`src/rtl/pr_decouple_ctrl.sv`:
```
// -----------------------------------------------------------------------------
// pr_decouple_ctrl
//
// Sequences the PR decoupler that sits on the PCIe/XDMA boundary between the
// static shell and the reconfigurable partition (RP).
//
//   COUPLED    -> DRAIN      decouple_req rises; the RP is asked to quiesce.
//   DRAIN      -> DECOUPLED  all four streams sit at packet boundaries and no
//                            cfg_mgmt access is outstanding, or the drain
//                            timeout expires (timeout_err is then set).
//   DRAIN      -> COUPLED    decouple_req withdrawn before the drain finished.
//   DECOUPLED  -> RECOUPLE   decouple_req falls; the RP is released from reset.
//   RECOUPLE   -> COUPLED    RECOUPLE_DELAY cycles after rp_resetn rose.
//   RECOUPLE   -> DECOUPLED  decouple_req raised again while settling.
//
// Handshake semantics: a stream beat is transferred in a cycle where both
// tvalid and tready are 1 at the rising edge of axi_aclk; tvalid alone
// (without tready) transfers nothing but still marks the stream as active.
//
// Ports:
//   axi_aclk, axi_aresetn        clock, asynchronous active-low reset
//   decouple_req                 level request, 1 = decouple
//   {cq,rc,cc,rq}_t{valid,ready,last}  stream monitors
//   cfg_mgmt_read_en/_write_en   cfg_mgmt request strobes from the RP
//   cfg_mgmt_read_write_done     cfg_mgmt completion
//   pr_decouple                  to the decoupler's PR_DECOUPLE input
//   rp_quiesce_req               asks the RP to stop starting new work
//   rp_resetn                    active-low reset to the RP
//   decouple_status              1 while DECOUPLED
//   busy                         1 in DRAIN or RECOUPLE
//   timeout_err                  sticky drain-timeout flag
//   fsm_state                    current FSM state (debug observation)
// -----------------------------------------------------------------------------
module pr_decouple_ctrl #(
    parameter int DRAIN_TIMEOUT     = 4096,
    parameter int RECOUPLE_DELAY    = 64,
    parameter bit DECOUPLE_AT_RESET = 1'b1
) (
    input  logic       axi_aclk,
    input  logic       axi_aresetn,
    input  logic       decouple_req,
    input  logic       cq_tvalid,
    input  logic       cq_tready,
    input  logic       cq_tlast,
    input  logic       rc_tvalid,
    input  logic       rc_tready,
    input  logic       rc_tlast,
    input  logic       cc_tvalid,
    input  logic       cc_tready,
    input  logic       cc_tlast,
    input  logic       rq_tvalid,
    input  logic       rq_tready,
    input  logic       rq_tlast,
    input  logic       cfg_mgmt_read_en,
    input  logic       cfg_mgmt_write_en,
    input  logic       cfg_mgmt_read_write_done,
    output logic       pr_decouple,
    output logic       rp_quiesce_req,
    output logic       rp_resetn,
    output logic       decouple_status,
    output logic       busy,
    output logic       timeout_err,
    output logic [1:0] fsm_state
);

    typedef enum logic [1:0] {
        ST_COUPLED   = 2'd0,
        ST_DRAIN     = 2'd1,
        ST_DECOUPLED = 2'd2,
        ST_RECOUPLE  = 2'd3
    } state_t;

    localparam state_t RESET_STATE = DECOUPLE_AT_RESET ? ST_DECOUPLED : ST_COUPLED;

    // One spare bit so the counters can saturate past their terminal value.
    localparam int DW = $clog2(DRAIN_TIMEOUT) + 1;
    localparam int RW = $clog2(RECOUPLE_DELAY) + 1;
    localparam logic [DW-1:0] DRAIN_LAST    = DW'(DRAIN_TIMEOUT - 1);
    localparam logic [RW-1:0] RECOUPLE_LAST = RW'(RECOUPLE_DELAY - 1);

    state_t        state;
    state_t        state_nxt;
    logic [DW-1:0] drain_cnt;
    logic [RW-1:0] recouple_cnt;
    logic          timeout_nxt;

    logic pkt_cq, pkt_rc, pkt_cc, pkt_rq;
    logic cfg_pend;
    logic idle;

    logic cq_beat, rc_beat, cc_beat, rq_beat;

    assign cq_beat = cq_tvalid & cq_tready;
    assign rc_beat = rc_tvalid & rc_tready;
    assign cc_beat = cc_tvalid & cc_tready;
    assign rq_beat = rq_tvalid & rq_tready;

    assign fsm_state = state;

    // -------------------------------------------------------------------------
    // Packet-boundary and cfg_mgmt tracking. While decoupled the RP is held in
    // reset and its streams are cut off, so any partial state is discarded.
    // -------------------------------------------------------------------------
    always_ff @(posedge axi_aclk or negedge axi_aresetn) begin
        if (!axi_aresetn) begin
            pkt_cq   <= 1'b0;
            pkt_rc   <= 1'b0;
            pkt_cc   <= 1'b0;
            pkt_rq   <= 1'b0;
            cfg_pend <= 1'b0;
        end else if (state == ST_DECOUPLED) begin
            pkt_cq   <= 1'b0;
            pkt_rc   <= 1'b0;
            pkt_cc   <= 1'b0;
            pkt_rq   <= 1'b0;
            cfg_pend <= 1'b0;
        end else begin
            if (cq_beat) pkt_cq <= ~cq_tlast;
            if (rc_beat) pkt_rc <= ~rc_tlast;
            if (cc_beat) pkt_cc <= ~cc_tlast;
            if (rq_beat) pkt_rq <= ~rq_tlast;
            // A new request in the same cycle as a completion keeps the
            // access pending: the new one has not finished yet.
            if (cfg_mgmt_read_en | cfg_mgmt_write_en)
                cfg_pend <= 1'b1;
            else if (cfg_mgmt_read_write_done)
                cfg_pend <= 1'b0;
        end
    end

    // Idle also requires no tvalid and no cfg strobe in the current cycle, so
    // a beat or access that is just being offered is never cut in half.
    assign idle = ~pkt_cq & ~pkt_rc & ~pkt_cc & ~pkt_rq & ~cfg_pend
                & ~cq_tvalid & ~rc_tvalid & ~cc_tvalid & ~rq_tvalid
                & ~cfg_mgmt_read_en & ~cfg_mgmt_write_en;

    // -------------------------------------------------------------------------
    // Next-state logic
    // -------------------------------------------------------------------------
    always_comb begin
        state_nxt   = state;
        timeout_nxt = timeout_err;
        case (state)
            ST_COUPLED: begin
                if (decouple_req) begin
                    state_nxt   = ST_DRAIN;
                    timeout_nxt = 1'b0;
                end
            end
            ST_DRAIN: begin
                if (!decouple_req) begin
                    state_nxt = ST_COUPLED;
                end else if (idle) begin
                    // Idle takes priority over a coincident timeout.
                    state_nxt = ST_DECOUPLED;
                end else if (drain_cnt == DRAIN_LAST) begin
                    state_nxt   = ST_DECOUPLED;
                    timeout_nxt = 1'b1;
                end
            end
            ST_DECOUPLED: begin
                if (!decouple_req) state_nxt = ST_RECOUPLE;
            end
            ST_RECOUPLE: begin
                if (decouple_req)
                    state_nxt = ST_DECOUPLED;
                else if (recouple_cnt == RECOUPLE_LAST)
                    state_nxt = ST_COUPLED;
            end
            default: state_nxt = RESET_STATE;
        endcase
    end

    // -------------------------------------------------------------------------
    // State, counters and registered outputs. Outputs are decoded from the
    // next state so they change on the same edge as the state register.
    // Counters are cleared outside their own state, which gives a zero count
    // on the first cycle of every entry.
    // -------------------------------------------------------------------------
    always_ff @(posedge axi_aclk or negedge axi_aresetn) begin
        if (!axi_aresetn) begin
            state           <= RESET_STATE;
            drain_cnt       <= '0;
            recouple_cnt    <= '0;
            timeout_err     <= 1'b0;
            pr_decouple     <= DECOUPLE_AT_RESET;
            rp_resetn       <= ~DECOUPLE_AT_RESET;
            decouple_status <= DECOUPLE_AT_RESET;
            rp_quiesce_req  <= 1'b0;
            busy            <= 1'b0;
        end else begin
            state       <= state_nxt;
            timeout_err <= timeout_nxt;

            if (state == ST_DRAIN) begin
                if (drain_cnt != '1) drain_cnt <= drain_cnt + 1'b1;
            end else begin
                drain_cnt <= '0;
            end

            if (state == ST_RECOUPLE) begin
                if (recouple_cnt != '1) recouple_cnt <= recouple_cnt + 1'b1;
            end else begin
                recouple_cnt <= '0;
            end

            pr_decouple     <= (state_nxt == ST_DECOUPLED) || (state_nxt == ST_RECOUPLE);
            rp_resetn       <= (state_nxt != ST_DECOUPLED);
            decouple_status <= (state_nxt == ST_DECOUPLED);
            rp_quiesce_req  <= (state_nxt == ST_DRAIN);
            busy            <= (state_nxt == ST_DRAIN) || (state_nxt == ST_RECOUPLE);
        end
    end

endmodule

```
`config.mk`:
```
export PLATFORM = sky130hd
export DESIGN_NAME = pr_decouple_ctrl
export DESIGN_NICKNAME = d
export VERILOG_FILES = /design/src/rtl/pr_decouple_ctrl.sv
export SDC_FILE = /design/constraint.sdc
export NUM_CORES = 1
export LEC_CHECK = 0
export CAP_MARGIN = 0
export CORE_MARGIN = 4
export CORE_UTILIZATION = 56
export CTS_CLUSTER_DIAMETER = 30
export DETAILED_ROUTE_END_ITERATION = 10
export GPL_TIMING_DRIVEN = 1
export PLACE_DENSITY = 0.83
export SYNTH_ARGS = -nofsm -noshare
export SYNTH_HDL_FRONTEND = slang
export SYNTH_SLANG_ARGS = --single-unit
```
`constraint.sdc`:
```
create_clock -name axi_aclk -period 5.2 [get_ports axi_aclk]
set_input_delay 0.52 -clock axi_aclk [delete_from_list [all_inputs] [get_ports axi_aclk]]
set_output_delay 0.52 -clock axi_aclk [all_outputs]
set_load 0.02 [all_outputs]
```
==> results of run 1 <==
layout make-up:
| cell class | instances | area [µm²] | share of cell area |
|---|---|---|---|
| Multi-Input combinational cell | 114 | 727 | 0.384 |
| Tap cell | 30 | 37.5 | 0.0198 |
| Inverter | 2 | 7.51 | 0.00397 |
| Clock buffer | 8 | 58.8 | 0.0311 |
| Timing Repair Buffer | 26 | 258 | 0.136 |
| Sequential cell | 32 | 803 | 0.425 |
cells in the mapped netlist, drive strengths merged:
library cell   n  share of area
a31oi         11          0.044
nand3          5          0.016
o21bai         1         0.0048
ha             2          0.016
inv            2         0.0048
a21oi          6          0.019
o211ai         1         0.0048
buf            2         0.0095
a41o           1         0.0063
dfrtp         30           0.48
or4            1         0.0071
clkbuf         4          0.016
o22ai          2         0.0079
nor4           2         0.0079
a311oi         5          0.028
a21o           1         0.0048
o311ai         2          0.011
nand4          9          0.040
o21ai          8          0.025
nand2          8          0.019
and3           5          0.021
nor2          18          0.043
dfstp          2          0.033
and4           4          0.024
a21boi         2          0.017
a211oi         2         0.0095
nor2b          2         0.0079
o21a           1         0.0048
xnor2          3          0.017
and2           2         0.0079
nand2b         3          0.012
nor3           1         0.0032
nand4b         2          0.011
or3            1         0.0040
mux2i          3          0.019
routing by layer:
layer / vias to the layer above / track usage / part of all wire
met5: - / 0 / 0
met4: 0 / 0.0650 / 0.011
met3: 5 / 0.0818 / 0.045
met2: 37 / 0.358 / 0.50
met1: 633 / 0.274 / 0.44
li1: 640 / - / -
worst max path at each step:
stage,depth (start not counted),end,slack [ns],start
floorplan,5,rp_resetn$_DFF_PN0_,3.55,drain_cnt[0]$_DFFE_PN0P_
global placement,5,rp_resetn$_DFF_PN0_,3.25,cq_tvalid
detailed placement,5,rp_resetn$_DFF_PN0_,3.17,cq_tvalid
CTS,1,pr_decouple,3.05,fsm_state[1]$_DFF_PN1_
global route,1,pr_decouple,2.98,fsm_state[1]$_DFF_PN1_
finish,1,pr_decouple,3.06,fsm_state[1]$_DFF_PN1_
worst min-delay path, delay by kind of cell, from the launching register on:
family             cells  cell delay, ns
DFF                    1            0.35
AOI/OAI and AO/OA      1            0.04
and+or+nand+nor        1            0.07
per-stage QoR:
step | total power, mW | hold slack (ns) | instance area (µm²)
floorplan | 0.276 | 0.224 | 1580
global placement | 0.301 | 0.482 | 1830
detailed placement | 0.303 | 0.484 | 1830
CTS | 0.449 | 0.505 | 1890
global route | 0.470 | 0.522 | 1890
finish | 0.444 | 0.500 | 1890
power groups by stage:
stage / Combinational, mW / Sequential, mW / Clock, mW
finish: 0.0377 / 0.260 / 0.146
global route: 0.0417 / 0.261 / 0.168
CTS: 0.0382 / 0.260 / 0.150
detailed placement: 0.0382 / 0.265 / 0
global placement: 0.0367 / 0.264 / 0
floorplan: 0.0106 / 0.265 / 0
cells by family (layout without fill, tap and decap cells):
group	Yosys count	after routing	share of synthesized area
fa+ha+maj	2	2	0.0159
flops	32	32	0.509
buf+inv	8	36	0.0301
compound gates	43	43	0.186
simple gates	63	63	0.223
xor+xnor	3	3	0.0167
mux	3	3	0.0190
==> out/results.txt, run 1 <==
Status -> finished clean
Syn Area/Cell -> 10.2 µm²
Starting density of the core -> 0.609
Post-synthesis sequential area ratio -> 0.509
# fillers -> 194
Critical Path AT -> 1.62 ns
Hold Crit Endpoint -> timeout_err$_DFFE_PN0P_
WS Path Type -> reg2out
CTS tree -> done
Net Switching -> 102 µW
Slew Viols, Final -> 0
Synth Warn # -> 0
Cell count of the worst reg-to-reg path -> 5
Max-slew headroom -> 0.689
Crit path time final -> 2.14 ns
Via/cell ratio -> 6.20
LEAKAGE -> 0.835 nW
First-pass DRT Iterations -> 4
Port buffer count -> 25
Max reg flops -> 13
Final ANT Viol Nets -> 0
Hold crit path type -> reg2reg
I/O pins -> 26
Clock Power Share -> 0.329
Least-Margin Pin Slew -> 0.466 ns
Post-route insts no fill -> 212
Cell family with most CP delay -> flip-flops
Pint -> 342 µW
Core area -> 2590 µm²
Mapped cell area -> 1580 µm²
Buffers and inverters on the worst path -> 1
# hold bufs at CTS -> 0
Setup WS pre-CTS -> 3.17 ns
Clk buf depth -> 2
RSZ-0062 raised after global routing -> false
Vias -> 1315
GP Congestion -> 0.822
Post-CTS setup buffer count -> 0
Hold Path Origin -> timeout_err$_DFFE_PN0P_
Global-route wire length before repair -> 5.93 mm
R2r setup slk -> 3.38 ns
#FFs+latches synth -> 32
Htree depth -> 2
Reg power frac -> 0.586
Yosys cell types -> 40
Row count -> 18
DR WL/cell -> 16.1 µm
Fmax -> 467 MHz
Syn Nets -> 174
1st-iter DRT viols -> 127
Vias in the first global route -> 1310
Max incr delay on CP -> 0.65 ns
Setup_tns -> 0 ns
Switching share of power -> 0.229
Layout Skew -> 0.00836 ns
ANT cells -> 0
Total grt overflow -> 0
Combinational share of power -> 0.085
Critical Path End Type -> output port
Crit Path Max Fanout -> 12
Clock latency on the worst-skew pair -> 0.33 ns
Endpoints failing setup -> 0
CP cell instances -> clkdlybuf4s50_1
Share of layout cells above drive strength 1 -> 0.0824
Synthesis-to-finish area growth -> 19.9%
DRC Markers -> 0
Nets -> 201
Gate Count Post-Synth -> 154
Die height -> 61.1 µm
Num CTS Buffers -> 5
Cts repair resizes -> 0
GRT Total Usage -> 0.220
Hold path depth -> 2
Worst VDD drop -> 0.215 mV
Reg2reg start -> drain_cnt[0]$_DFFE_PN0P_
Max-cap violations -> 0
TritonCTS sink count -> 32
Final Util -> 0.730
Final period utilization -> 0.412
Pwr/cell area -> 235 nW/µm²
Initial antenna violation count -> 0
RR Endpoint -> rp_resetn$_DFF_PN0_
Commonest non-fill, non-tap cell in the layout -> dfrtp_1
Reg with most FFs -> drain_cnt
Slowest cell on crit path -> dfstp_2
Final worst setup slack -> 3.06 ns
Root Driver -> clkbuf_4
Placed cell count -> 204
Most frequent cells in the layout -> dfrtp_1 (30), clkdlybuf4s50_1 (25), nor2_1 (18)
Horiz. Die Dim -> 61.1 µm
Endpoints failing hold -> 0
DIE AREA -> 3730 µm²
Largest net degree at the start of global routing -> 33
Crit path launch type -> register
Req. time, crit path -> 4.68 ns
Hpwl dp -> 2.49 mm
Total wire length -> 3.41 mm
Clk slew on worst S/H paths -> 0.09 ns
Power figures use the tool's default switching activity.
==> run 2: changes to the inputs <==
--- a/config.mk
+++ b/config.mk
@@ -7,11 +7,11 @@
 export LEC_CHECK = 0
 export CAP_MARGIN = 0
 export CORE_MARGIN = 4
-export CORE_UTILIZATION = 56
+export CORE_UTILIZATION = 52
 export CTS_CLUSTER_DIAMETER = 30
 export DETAILED_ROUTE_END_ITERATION = 10
 export GPL_TIMING_DRIVEN = 1
-export PLACE_DENSITY = 0.83
+export PLACE_DENSITY = 0.78
 export SYNTH_ARGS = -nofsm -noshare
 export SYNTH_HDL_FRONTEND = slang
 export SYNTH_SLANG_ARGS = --single-unit
==> constraint.sdc (replaced) <==
create_clock -name axi_aclk -period 2 [get_ports axi_aclk]
set_input_delay 0.2 -clock axi_aclk [delete_from_list [all_inputs] [get_ports axi_aclk]]
set_output_delay 0.2 -clock axi_aclk [all_outputs]
set_load 0.02 [all_outputs]
==> run 2 against run 1 <==
Against the previous run:
- via count grew 1.5%
- first-iteration DRC count shrank 23%
- sequential cell count is the same
- setup slack lost 2.9 ns
- sequential share of layout area shrank 0.99 points
- clock skew is essentially flat
- cell count grew 0.94%
- register-to-register slack lost 3.2 ns
- clock-buffer cell count shrank 1
- hold slack lost 0.26 ns
- power grew to 3.0 times the previous value
- clock power grew to 3.9 times the previous value
==> out/results.txt, run 2 (synthesis results as in run 1) <==
Reg with most FFs -> drain_cnt
Core area -> 2830 µm²
DR WL/cell -> 16.6 µm
# hold bufs at CTS -> 0
Root Driver -> clkbuf_4
Crit path launch type -> register
Post-CTS setup buffer count -> 0
Reg power frac -> 0.504
Crit path time final -> 1.85 ns
Layout Skew -> 0.00850 ns
Switching share of power -> 0.218
Critical Path End Type -> output port
Net Switching -> 292 µW
DIE AREA -> 3980 µm²
Slew Viols, Final -> 0
Combinational share of power -> 0.073
M2 GR Usage -> 0.337
1st-iter DRT viols -> 98
Via/cell ratio -> 6.24
DRC Markers -> 0
I/O pins -> 26
Cts repair resizes -> 0
Initial antenna violation count -> 0
Die height -> 63.1 µm
Final period utilization -> 0.926
Total wire length -> 3.56 mm
Top Usage Layer GRT -> met2
Req. time, crit path -> 1.80 ns
Row count -> 19
Clock latency on the worst-skew pair -> 0.35 ns
TritonCTS sink count -> 32
GRT Total Usage -> 0.206
Cell Area, Placed -> 1840 µm²
Largest net degree at the start of global routing -> 33
CP cell instances -> clkdlybuf4s50_1
Synthesis-to-finish area growth -> 22.8%
CTS tree -> done
GP Congestion -> 0.782
Met3 usage -> 0.0586
Max reg flops -> 13
# fillers -> 219
Finished Cell Area -> 1940 µm²
Vias -> 1335
Hold crit path type -> in2async
Pwr/cell area -> 692 nW/µm²
Slowest cell on crit path -> dfstp_2
WS Path Type -> reg2out
Endpoints failing hold -> 0
Nets -> 202
Htree depth -> 2
Num CTS Buffers -> 5
Cell family with most CP delay -> flip-flops
Least-Margin Pin Slew -> 0.548 ns
ANT cells -> 0
Total power -> 1.34 mW
Total grt overflow -> 0
Horiz. Die Dim -> 63.1 µm
RSZ-0062 raised after global routing -> false
Starting density of the core -> 0.558
Max-slew headroom -> 0.632
Met1 GRT Util -> 0.245
Global-route wire length before repair -> 6.28 mm
Fmax -> 540 MHz
Critical Path AT -> 1.65 ns
Endpoints failing setup -> 0
LEAKAGE -> 0.859 nW
Crit Path Max Fanout -> 12
Final ANT Viol Nets -> 0
Hpwl dp -> 2.56 mm
Worst VDD drop -> 0.521 mV
Clk buf depth -> 2
Port buffer count -> 25
Pint -> 1.05 mW
Setup_tns -> 0 ns
Vias in the first global route -> 1346
Buffers and inverters on the worst path -> 1
Clock Power Share -> 0.423
Setup WS pre-CTS -> 0.244 ns
Status -> finished clean
Most frequent cells in the layout -> dfrtp_1 (30), clkdlybuf4s50_1 (25), nor2_1 (18)
Max incr delay on CP -> 0.65 ns
Share of layout cells above drive strength 1 -> 0.0984
First-pass DRT Iterations -> 5
Clk slew on worst S/H paths -> 0.11 ns
Commonest non-fill, non-tap cell in the layout -> dfrtp_1
Final worst setup slack -> 0.147 ns
Max-cap violations -> 0
-- run 2: power groups by stage --
stage                     clock network, mW  logic [mW]  registers, mW
after detailed placement                  0      0.0997          0.688
final                                 0.566      0.0981          0.675
after CTS                             0.576      0.0999          0.675
after global placement                    0      0.0958          0.687
after global routing                  0.616       0.109          0.678
after floorplan                           0      0.0275          0.690
-- run 2: cell type report --
| class | count | area [µm²] | area share |
|---|---|---|---|
| timing repair buffer | 27 | 265 | 0.137 |
| multi-input combinational | 114 | 727 | 0.375 |
| clock buffer | 7 | 65.1 | 0.0336 |
| sequential | 32 | 803 | 0.415 |
| inverter | 2 | 7.51 | 0.00388 |
| tap | 31 | 38.8 | 0.0200 |
| clock inverter | 1 | 30.0 | 0.0155 |
-- run 2: per-layer routing --
metal  part of all wire  up-vias  wire, µm
met2               0.52       31      1850
met1               0.42      649      1510
met4              0.021        0        74
met5                  0        -         0
li1                   -      647         -
met3              0.036        8       127
-- run 2: final timing paths --
path | start | depth (start not counted) | slack, ns | to
min | axi_aresetn | 2 | 0.24 | pkt_cq$_DFFE_PN0P_
min in group axi_aclk | cq_tlast | 2 | 0.42 | pkt_cq$_DFFE_PN0P_
min reg2reg | timeout_err$_DFFE_PN0P_ | 2 | 0.51 | timeout_err$_DFFE_PN0P_
max reg2reg | drain_cnt[0]$_DFFE_PN0P_ | 5 | 0.22 | rp_resetn$_DFF_PN0_
max in group asynchronous | axi_aresetn | 2 | 1.44 | decouple_status$_DFF_PN1_
max | fsm_state[1]$_DFF_PN1_ | 1 | 0.15 | pr_decouple
-- run 2: metrics by stage --
step / hold slack, ns / std cells / util
detailed placement: 0.488 / 206 / 0.651
CTS: 0.247 / 214 / 0.685
global route: 0.264 / 214 / 0.685
floorplan: -0.0956 / 154 / -
finish: 0.242 / 214 / 0.685
global placement: 0.475 / 206 / 0.651
==> run 3: changes to the inputs <==
--- a/config.mk
+++ b/config.mk
@@ -5,13 +5,14 @@
 export SDC_FILE = /design/constraint.sdc
 export NUM_CORES = 1
 export LEC_CHECK = 0
+export ABC_AREA = 1
 export CAP_MARGIN = 0
 export CORE_MARGIN = 4
-export CORE_UTILIZATION = 52
+export CORE_UTILIZATION = 53
 export CTS_CLUSTER_DIAMETER = 30
 export DETAILED_ROUTE_END_ITERATION = 10
 export GPL_TIMING_DRIVEN = 1
-export PLACE_DENSITY = 0.78
+export PLACE_DENSITY = 0.79
 export SYNTH_ARGS = -nofsm -noshare
 export SYNTH_HDL_FRONTEND = slang
 export SYNTH_SLANG_ARGS = --single-unit
==> run 3 against run 2 <==
Against the previous run:
- sequential cell count unchanged
- global-route usage decreased by 0.12 points
- non-clock buffer count decreased by 1
- area after synthesis increased by 7.5%
- cell count increased by 27%
- setup slack improved by 0.099 ns
- via count increased by 7.4%
- synthesized cell count increased by 27%
- maximum frequency increased by 5.7%
- hold slack improved by 0.0071 ns
- sequential power about the same
==> out/results.txt, run 3 <==
Status -> finished clean
Clk buf depth -> 2
LEAKAGE -> 0.952 nW
Synthesis-to-finish area growth -> 21.0%
Slowest cell on crit path -> clkdlybuf4s50_1
Post-synth EDFFs -> 0
Asr flop ratio synth -> 1.00
Mapped cell area -> 1700 µm²
Commonest non-fill, non-tap cell in the layout -> nand2_1
Pwr/cell area -> 570 nW/µm²
ANT cells -> 0
RSZ-0062 raised after global routing -> false
1st-iter DRT viols -> 107
Cts repair resizes -> 0
Critical Path AT -> 1.55 ns
Reg with most FFs -> drain_cnt
Post-synthesis mux area share -> 0
Least-Margin Pin Slew -> 0.402 ns
Global-route wire length before repair -> 6.50 mm
Finished Cell Area -> 2050 µm²
Starting density of the core -> 0.556
Syn Area/Cell -> 8.70 µm²
CTS tree -> done
Cell Area, Placed -> 1990 µm²
Synth cell count leaders -> nand2_1 (34), dfrtp_1 (30), nor2_1 (28)
Clock latency on the worst-skew pair -> 0.33 ns
Initial antenna violation count -> 0
Largest net degree at the start of global routing -> 33
Setup_tns -> 0 ns
TritonCTS sink count -> 32
Final period utilization -> 0.877
Root Driver -> clkbuf_4
GP Congestion -> 0.846
Total grt overflow -> 0
Hold crit path type -> in2async
Final ANT Viol Nets -> 0
Synth top area share -> 0.442
Vias in the first global route -> 1574
Vias -> 1434
Critical Path End Type -> output port
Slew Viols, Final -> 0
Buffers and inverters on the worst path -> 1
Max incr delay on CP -> 0.62 ns
Most numerous cell in the Yosys netlist -> nand2_1
Max reg flops -> 13
DIE AREA -> 4170 µm²
Req. time, crit path -> 1.80 ns
Endpoints failing setup -> 0
Syn Nets -> 215
Worst VDD drop -> 0.400 mV
Endpoints failing hold -> 0
Compound-Gate Fraction of Synth Area -> 0.121
Largest family of logic cells by synthesized area -> simple AND/OR/NAND/NOR gates
Htree depth -> 2
Synth Area in Simple Gates -> 0.324
#FFs+latches synth -> 32
Most frequent cells in the layout -> nand2_1 (34), dfrtp_1 (30), nor2_1 (28)
# hold bufs at CTS -> 0
Synth Area in Adders -> 0.0147
WS Path Type -> reg2out
Share of layout cells above drive strength 1 -> 0.154
Nets -> 246
Max-slew headroom -> 0.732
Total wire length -> 3.53 mm
DR WL/cell -> 13.0 µm
Die height -> 64.6 µm
DRC Markers -> 0
GRT Total Usage -> 0.204
Post-Synth XOR/XNOR Area -> 0
Post-CTS setup buffer count -> 0
Fmax -> 570 MHz
Layout Skew -> 0.00466 ns
Synth Warn # -> 0
Gate Count Post-Synth -> 195
Port buffer count -> 25
Row count -> 20
Hpwl dp -> 2.68 mm
Crit path time final -> 1.75 ns
Cell family with most CP delay -> buffers and inverters
Max-cap violations -> 0
Horiz. Die Dim -> 64.6 µm
Post-synthesis sequential area ratio -> 0.473
First-pass DRT Iterations -> 4
CP cell instances -> clkdlybuf4s50_1
I/O pins -> 26
# fillers -> 247
Yosys cell types -> 33
Main synth FF type -> dfrtp_1
Clk slew on worst S/H paths -> 0.09 ns
Core area -> 3050 µm²
Num CTS Buffers -> 5
Top cell type by total area after synthesis -> dfrtp_1
Largest cells by area after synthesis -> dfrtp_1 (44%), nand2_1 (7.5%), nor2_1 (6.2%)
Via/cell ratio -> 5.29
Crit Path Max Fanout -> 7
Crit path launch type -> register
-- run 3: cell types whose count changed in the layout (fill, tap and decap cells not counted), moves of 4 or more --
cell,delta
nand4_1,-5
a31oi_1,-7
nor2_1,+10
nand2_1,+26
and3_1,-4
inv_1,+19
nand2_2,+4
nand3_1,+10
-- run 3: final cells by class --
class | instances | area (µm²) | share of cell area
clock buffers | 8 | 58.8 | 0.0286
repair buffers | 26 | 258 | 0.126
inverters | 25 | 98.8 | 0.0481
multi-input cells | 136 | 779 | 0.380
flip-flops and latches | 32 | 803 | 0.391
well taps | 44 | 55.1 | 0.0268
-- run 3: metal layers --
layer,vias to the layer above,global-route usage,wire length (µm)
li1,710,-,-
met1,686,0.228,1520
met2,32,0.357,1800
met3,6,0.0711,149
met4,0,0.0792,56
met5,-,0,0
-- run 3: cells by family (layout without fill, tap and decap cells) --
kind of cell | Yosys count | in the layout
simple gates | 101 | 101
compound gates | 33 | 33
flops | 32 | 32
buf+inv | 27 | 59
fa+ha+maj | 2 | 2
-- run 3: path summary, 6_finish.rpt --
kind                       cells after the start                      from  slack, ns                   endpoint
min in group axi_aclk                          2                  cc_tlast       0.43         pkt_cc$_DFFE_PN0P_
max reg2reg                                    8  drain_cnt[0]$_DFFE_PN0P_       0.54  drain_cnt[10]$_DFFE_PN0P_
min reg2reg                                    2   timeout_err$_DFFE_PN0P_       0.52    timeout_err$_DFFE_PN0P_
max in group asynchronous                      2               axi_aresetn       1.42     fsm_state[1]$_DFF_PN1_
min                                            2               axi_aresetn       0.25   drain_cnt[6]$_DFFE_PN0P_
max                                            1    fsm_state[1]$_DFF_PN1_       0.25                pr_decouple
-- run 3: metrics by stage --
stage / hold WS (ns) / cells / setup slack (ns) / utilization / power, mW
6_report: 0.249 / 271 / 0.247 / 0.673 / 1.17
3_3_place_gp: 0.493 / 263 / 0.582 / 0.653 / 0.793
2_1_floorplan: -0.0956 / 195 / 0.679 / - / 0.726
5_1_grt: 0.273 / 271 / 0.175 / 0.673 / 1.24
4_1_cts: 0.256 / 271 / 0.232 / 0.673 / 1.19
3_5_place_dp: 0.494 / 263 / 0.543 / 0.653 / 0.798
-- run 3: power breakdown --
| part | internal, mW | switching, mW | leakage (nW) |
|---|---|---|---|
| combinational | 0.0563 | 0.0539 | 0.494 |
| sequential | 0.664 | 0.0100 | 0.425 |
| clock | 0.173 | 0.212 | 0.0326 |
| total | 0.893 | 0.276 | 0.952 |
